--- src/rtl/jtag_tap_ctrl.sv ---
// IEEE 1149.1-style TAP controller with instruction register and decode.
// It owns the IDCODE and BYPASS data registers and the TDO mux.
module jtag_tap_ctrl #(
    parameter int                IR_LEN     = 4,
    parameter logic [31:0]       IDCODE_VAL = 32'h1180_0001,
    parameter logic [IR_LEN-1:0] OP_EXTEST  = 4'h0,
    parameter logic [IR_LEN-1:0] OP_SAMPLE  = 4'h1,
    parameter logic [IR_LEN-1:0] OP_IDCODE  = 4'h2,
    parameter logic [IR_LEN-1:0] OP_MBIST   = 4'h8,
    parameter logic [IR_LEN-1:0] OP_DEBUG   = 4'h9,
    parameter logic [IR_LEN-1:0] OP_BYPASS  = 4'hF
) (
    input  logic tck_i,
    input  logic trst_i,
    input  logic tms_i,
    input  logic tdi_i,
    input  logic bs_chain_tdo_i,
    input  logic mbist_tdo_i,
    input  logic debug_tdo_i,
    output logic tdo_o,
    output logic tdo_en_o,
    output logic test_logic_reset_o,
    output logic capture_dr_o,
    output logic shift_dr_o,
    output logic pause_dr_o,
    output logic update_dr_o,
    output logic extest_select_o,
    output logic sample_preload_select_o,
    output logic mbist_select_o,
    output logic debug_select_o,
    output logic idcode_select_o,
    output logic bypass_select_o
);

    localparam logic [3:0] ST_TLR   = 4'hF;
    localparam logic [3:0] ST_RTI   = 4'hC;
    localparam logic [3:0] ST_SELDR = 4'h7;
    localparam logic [3:0] ST_CAPDR = 4'h6;
    localparam logic [3:0] ST_SHDR  = 4'h2;
    localparam logic [3:0] ST_EX1DR = 4'h1;
    localparam logic [3:0] ST_PAUDR = 4'h3;
    localparam logic [3:0] ST_EX2DR = 4'h0;
    localparam logic [3:0] ST_UPDDR = 4'h5;
    localparam logic [3:0] ST_SELIR = 4'h4;
    localparam logic [3:0] ST_CAPIR = 4'hE;
    localparam logic [3:0] ST_SHIR  = 4'hA;
    localparam logic [3:0] ST_EX1IR = 4'h9;
    localparam logic [3:0] ST_PAUIR = 4'hB;
    localparam logic [3:0] ST_EX2IR = 4'h8;
    localparam logic [3:0] ST_UPDIR = 4'hD;

    logic [3:0]        state_r;
    logic [3:0]        next_state_s;
    logic [IR_LEN-1:0] ir_r;
    logic [IR_LEN-1:0] ir_shift_r;
    logic              bypass_r;
    logic [31:0]       idcode_shift_r;
    logic              tdo_s;

    // TAP state transition function on TMS
    always_comb begin
        next_state_s = ST_TLR;
        case (state_r)
            ST_TLR:   next_state_s = tms_i ? ST_TLR   : ST_RTI;
            ST_RTI:   next_state_s = tms_i ? ST_SELDR : ST_RTI;
            ST_SELDR: next_state_s = tms_i ? ST_SELIR : ST_CAPDR;
            ST_CAPDR: next_state_s = tms_i ? ST_EX1DR : ST_SHDR;
            ST_SHDR:  next_state_s = tms_i ? ST_EX1DR : ST_SHDR;
            ST_EX1DR: next_state_s = tms_i ? ST_UPDDR : ST_PAUDR;
            ST_PAUDR: next_state_s = tms_i ? ST_EX2DR : ST_PAUDR;
            ST_EX2DR: next_state_s = tms_i ? ST_UPDDR : ST_SHDR;
            ST_UPDDR: next_state_s = tms_i ? ST_SELDR : ST_RTI;
            ST_SELIR: next_state_s = tms_i ? ST_TLR   : ST_CAPIR;
            ST_CAPIR: next_state_s = tms_i ? ST_EX1IR : ST_SHIR;
            ST_SHIR:  next_state_s = tms_i ? ST_EX1IR : ST_SHIR;
            ST_EX1IR: next_state_s = tms_i ? ST_UPDIR : ST_PAUIR;
            ST_PAUIR: next_state_s = tms_i ? ST_EX2IR : ST_PAUIR;
            ST_EX2IR: next_state_s = tms_i ? ST_UPDIR : ST_SHIR;
            ST_UPDIR: next_state_s = tms_i ? ST_SELDR : ST_RTI;
            default:  next_state_s = ST_TLR;
        endcase
    end

    assign test_logic_reset_o = (state_r == ST_TLR);
    assign capture_dr_o       = (state_r == ST_CAPDR);
    assign shift_dr_o         = (state_r == ST_SHDR);
    assign pause_dr_o         = (state_r == ST_PAUDR);
    assign update_dr_o        = (state_r == ST_UPDDR);
    assign tdo_en_o           = (state_r == ST_SHDR) || (state_r == ST_SHIR);

    // One-hot instruction decode; anything unrecognised falls back to BYPASS
    always_comb begin
        extest_select_o         = 1'b0;
        sample_preload_select_o = 1'b0;
        mbist_select_o          = 1'b0;
        debug_select_o          = 1'b0;
        idcode_select_o         = 1'b0;
        bypass_select_o         = 1'b0;
        if (ir_r == OP_EXTEST) begin
            extest_select_o = 1'b1;
        end else if (ir_r == OP_SAMPLE) begin
            sample_preload_select_o = 1'b1;
        end else if (ir_r == OP_IDCODE) begin
            idcode_select_o = 1'b1;
        end else if (ir_r == OP_MBIST) begin
            mbist_select_o = 1'b1;
        end else if (ir_r == OP_DEBUG) begin
            debug_select_o = 1'b1;
        end else begin
            bypass_select_o = 1'b1;
        end
    end

    // State register and instruction register path
    always_ff @(posedge tck_i) begin
        if (trst_i) begin
            state_r    <= ST_TLR;
            ir_r       <= OP_IDCODE;
            ir_shift_r <= {IR_LEN{1'b0}};
        end else begin
            state_r <= next_state_s;
            case (state_r)
                ST_CAPIR: ir_shift_r <= IR_LEN'(2'b01);
                ST_SHIR:  ir_shift_r <= {tdi_i, ir_shift_r[IR_LEN-1:1]};
                ST_UPDIR: ir_r       <= ir_shift_r;
                ST_TLR:   ir_r       <= OP_IDCODE;
                default:  ir_r       <= ir_r;
            endcase
        end
    end

    // IDCODE and BYPASS data registers; pause and update leave them untouched
    always_ff @(posedge tck_i) begin
        if (trst_i) begin
            bypass_r       <= 1'b0;
            idcode_shift_r <= IDCODE_VAL;
        end else if (state_r == ST_CAPDR) begin
            if (bypass_select_o) bypass_r <= 1'b0;
            if (idcode_select_o) idcode_shift_r <= IDCODE_VAL;
        end else if (state_r == ST_SHDR) begin
            if (bypass_select_o) bypass_r <= tdi_i;
            if (idcode_select_o) idcode_shift_r <= {tdi_i, idcode_shift_r[31:1]};
        end else begin
            bypass_r <= bypass_r;
        end
    end

    // TDO source select; driven low outside the shift states
    always_comb begin
        tdo_s = 1'b0;
        case (state_r)
            ST_SHIR: tdo_s = ir_shift_r[0];
            ST_SHDR: begin
                if (idcode_select_o) begin
                    tdo_s = idcode_shift_r[0];
                end else if (extest_select_o || sample_preload_select_o) begin
                    tdo_s = bs_chain_tdo_i;
                end else if (mbist_select_o) begin
                    tdo_s = mbist_tdo_i;
                end else if (debug_select_o) begin
                    tdo_s = debug_tdo_i;
                end else begin
                    tdo_s = bypass_r;
                end
            end
            default: tdo_s = 1'b0;
        endcase
    end

    assign tdo_o = tdo_s;

endmodule
--- config.mk ---
export PLATFORM = sky130hd
export DESIGN_NAME = jtag_tap_ctrl
export DESIGN_NICKNAME = d
export VERILOG_FILES = /design/src/rtl/jtag_tap_ctrl.sv
export SDC_FILE = /design/constraint.sdc
export NUM_CORES = 1
export LEC_CHECK = 0
export BUFFER_PORTS_ARGS = -buffer_cell sky130_fd_sc_hd__buf_2
export CORE_MARGIN = 3
export CORE_UTILIZATION = 31
export DETAILED_ROUTE_END_ITERATION = 8
export HOLD_SLACK_MARGIN = 0.12
export PLACE_DENSITY = 0.5
export SETUP_SLACK_MARGIN = 0.4
export SLEW_MARGIN = 5
export SYNTH_ARGS = -nofsm -noshare
export SYNTH_HDL_FRONTEND = slang
export SYNTH_SLANG_ARGS = --single-unit
--- constraint.sdc ---
create_clock -name tck_i -period 3.9 [get_ports tck_i]
set_clock_uncertainty 0.2 [all_clocks]
set_input_delay 0.975 -clock tck_i [delete_from_list [all_inputs] [get_ports tck_i]]
set_output_delay 0.975 -clock tck_i [all_outputs]
set_load 0.01 [all_outputs]
==> results_dict.tcl <==
set metrics [dict create \
    postCtsSetupBuffers 0 \
    synth_edf_count 0 \
    rsz0062_at_grt "false" \
    worst_pin_slew_ps 857 \
    fp-row-count 28 \
    end_kind "output port" \
    async_reset_ff_frac 0 \
    ys_warn_count 0 \
    p_int_w 0.000715 \
    hold_path_class "reg2reg" \
    grt_pass1_vias 1572 \
    crit_path_cell_trace "nand2b_1 -> nor3_1 -> o21ai_0 -> o21ai_1 -> buf_2" \
    synthTopCellsByCount "dfxtp_1 (45), nand2_1 (39), a21oi_1 (36), nand3b_1 (27), clkbuf_1 (14)" \
    drv_slew 0 \
    die_h_um 86.4 \
    insertion_delay_ps 300 \
    cts.reportedPaths.clkPinSlew_ps 90 \
    hp-start "idcode_shift_r[6]" \
    hpwl_um 2380 \
    dr.pass1.iters 5 \
    cts_hold_buf 0 \
    path_depth 5 \
    synthTopCellsByArea "dfxtp_1 (45%), nand3b_1 (10%), a21oi_1 (9.0%), nand2_1 (7.3%), clkbuf_1 (2.6%)" \
    syn_area_um2 2000 \
    core_area_um2 6100 \
    synth_cells 242 \
    combPwrFrac 0.098 \
    cp.arrival_ps 1610 \
    reg2reg_from "state_r[1]" \
    antenna_found_initial 0 \
    required_ps 2720 \
    wl_um 4110 \
    reg2reg_depth 5 \
    cts_buffers 5 \
    grt-ovfl-total 0 \
    synth_cell_types 34 \
    antenna_cells 0 \
    htree_levels 2 \
    maxCapViolations 0 \
    syn_nets 249 \
    area_growth_pct 10.3 \
    clock.fmax_ghz 0.359 \
    status "completed" \
    reg2reg_to "idcode_shift_r[17]" \
    avgViaCountPerCell 4.92 \
    cellPowerDensity_nw_per_um2 432 \
    post_cts_resized 0 \
    clock-sinks 45 \
    cts_tree "done" \
    power_frac_seq 0.513 \
    ys_seq_area_frac 0.450 \
    cpMaxStageDelayCell "dfxtp_1" \
    dieArea_um2 7460 \
    route.detailed.drc 0 \
    pwr-share-clk 0.389 \
    vdd.ir_drop.worst_mv 0.154 \
    synth_top_area_frac 0.450 \
    setup.worst_path.end "tdo_o" \
    hold_violations 0 \
    drt_first_iter_violations 105 \
    start_util 0.328 \
    drive_gt1_frac 0.133 \
    wire_per_inst_um 12.7 \
    die_width_um 86.4 \
    synth_most_common_cell "dfxtp_1" \
    cp_num_buf_inv 1 \
    pin_count 20 \
    p_leak_nw 0.824 \
    grt_max_degree 46 \
    fin_crit_sh 0.715 \
    grt_pass1_wl_um 7140 \
    gp_congestion 0.710 \
    port_buffers 19 \
    yosys.area.top_type "dfxtp_1" \
    grt_usage 0.118 \
    nets 255 \
    ys.flop_type "dfxtp_1" \
    p_switching_w 0.000240 \
    syn_area_per_cell_um2 8.27 \
    r2r_setup_slack_ps 1890 \
    worst-path-max-fanout 11 \
    setup_tns_ps 0 \
    path_class "reg2out" \
    routed-via-count 1595 \
    ant_nets 0 \
    cp-start-kind "flip-flop" \
    ys_seq_elements 45 \
    clockBufferDepth 2 \
    critPathMaxStageDelay_ps 550 \
    cts_root_buffer "clkbuf_8" \
    crit_start "state_r[1]" \
    slew_headroom 0.429 \
    min_period_ps 2790 \
    setup_violations 0 \
    hold_slack_ps 256 \
    power.share.switching 0.251 \
    critical_path.top_delay_family "flip-flops" \
]
-- per-stage QoR --
| stage | setup WS (ps) | cells | instance area (um^2) | util | power [W] |
|---|---|---|---|---|---|
| 2_1_floorplan | 1300 | 242 | 2000 | - | 0.000572 |
| 3_3_place_gp | 1130 | 316 | 2090 | 0.343 | 0.000595 |
| 3_5_place_dp | 1120 | 316 | 2090 | 0.343 | 0.000594 |
| 4_1_cts | 1090 | 324 | 2210 | 0.362 | 0.000968 |
| 5_1_grt | 915 | 324 | 2210 | 0.362 | 0.000999 |
| 6_report | 1110 | 324 | 2210 | 0.362 | 0.000955 |
-- power by group through the flow --
stage / logic, W / registers (W) / clock network [W]
floorplan: 0.0000894 / 0.000483 / 0
detailed placement: 0.0000940 / 0.000501 / 0
finish: 0.0000935 / 0.000490 / 0.000371
global route: 0.000106 / 0.000493 / 0.000400
global placement: 0.0000943 / 0.000501 / 0
CTS: 0.0000943 / 0.000490 / 0.000384
-- layout make-up --
class / instances / area (um^2)
Clock buffer: 6 / 82.6
Sequential cell: 45 / 901
Clock inverter: 2 / 37.5
Tap cell: 75 / 93.8
Inverter: 4 / 15.0
Multi-Input combinational cell: 170 / 961
Timing Repair Buffer: 22 / 118
Fill cell: 674 / 3890
-- metal layers --
metal	part of all wire	track usage
met5	0	0
met1	0.53	0.154
met3	0.027	0.0314
met2	0.43	0.187
met4	0.014	0.0425
-- worst register-to-register path, stage by stage, from the launching register on --
cell and delay [ps]:
dfxtp_1 550, nor3b_2 370, and3_1 220, buf_4 310, nand3b_1 130, a21oi_1 150
-- how the worst min path moves through the flow --
stage                              end  slack (ps)  depth (start not counted)
detailed placement  idcode_shift_r[25]         240                          2
global placement    idcode_shift_r[13]         240                          2
CTS                 idcode_shift_r[13]         260                          2
global route        idcode_shift_r[20]         280                          2
finish               idcode_shift_r[6]         260                          2
floorplan           idcode_shift_r[10]         230                          2
-- cell families after synthesis --
group	Yosys count	synth area share
mux	3	0.0150
compound gates	56	0.161
buf+inv	27	0.0700
simple gates	111	0.304
flops	45	0.450
-- cell usage in the layout (no fill, tap or decap) --
cell and count:
dfxtp_1 45, nand2_1 39, a21oi_1 36, nand3b_1 27, buf_2 19, nor2_1 13
nor3_1 10, o21bai_1 6, clkbuf_8 6, o21ai_0 5, inv_1 4, nor3b_1 4
nand3_1 4, mux2i_1 3, and3_1 3, buf_4 3, a211o_1 2, nor2b_1 2
nand4b_1 2, nor3b_2 1, and2_1 1, nand2b_1 1, nor4_1 1, nor3_4 1
a32oi_1 1, o211a_1 1, o21ai_1 1, o21a_1 1, or2_2 1, nor4b_1 1
o22a_1 1, a31oi_1 1, a211oi_1 1, clkinvlp_4 1, bufinv_16 1
-- flip-flops by register name (all words and copies together) (netlist names) --
signal / flops
ir_r: 4
idcode_shift_r: 32
ir_shift_r: 4
state_r: 4
bypass_r: 1
(Power assumes the default switching activity.)
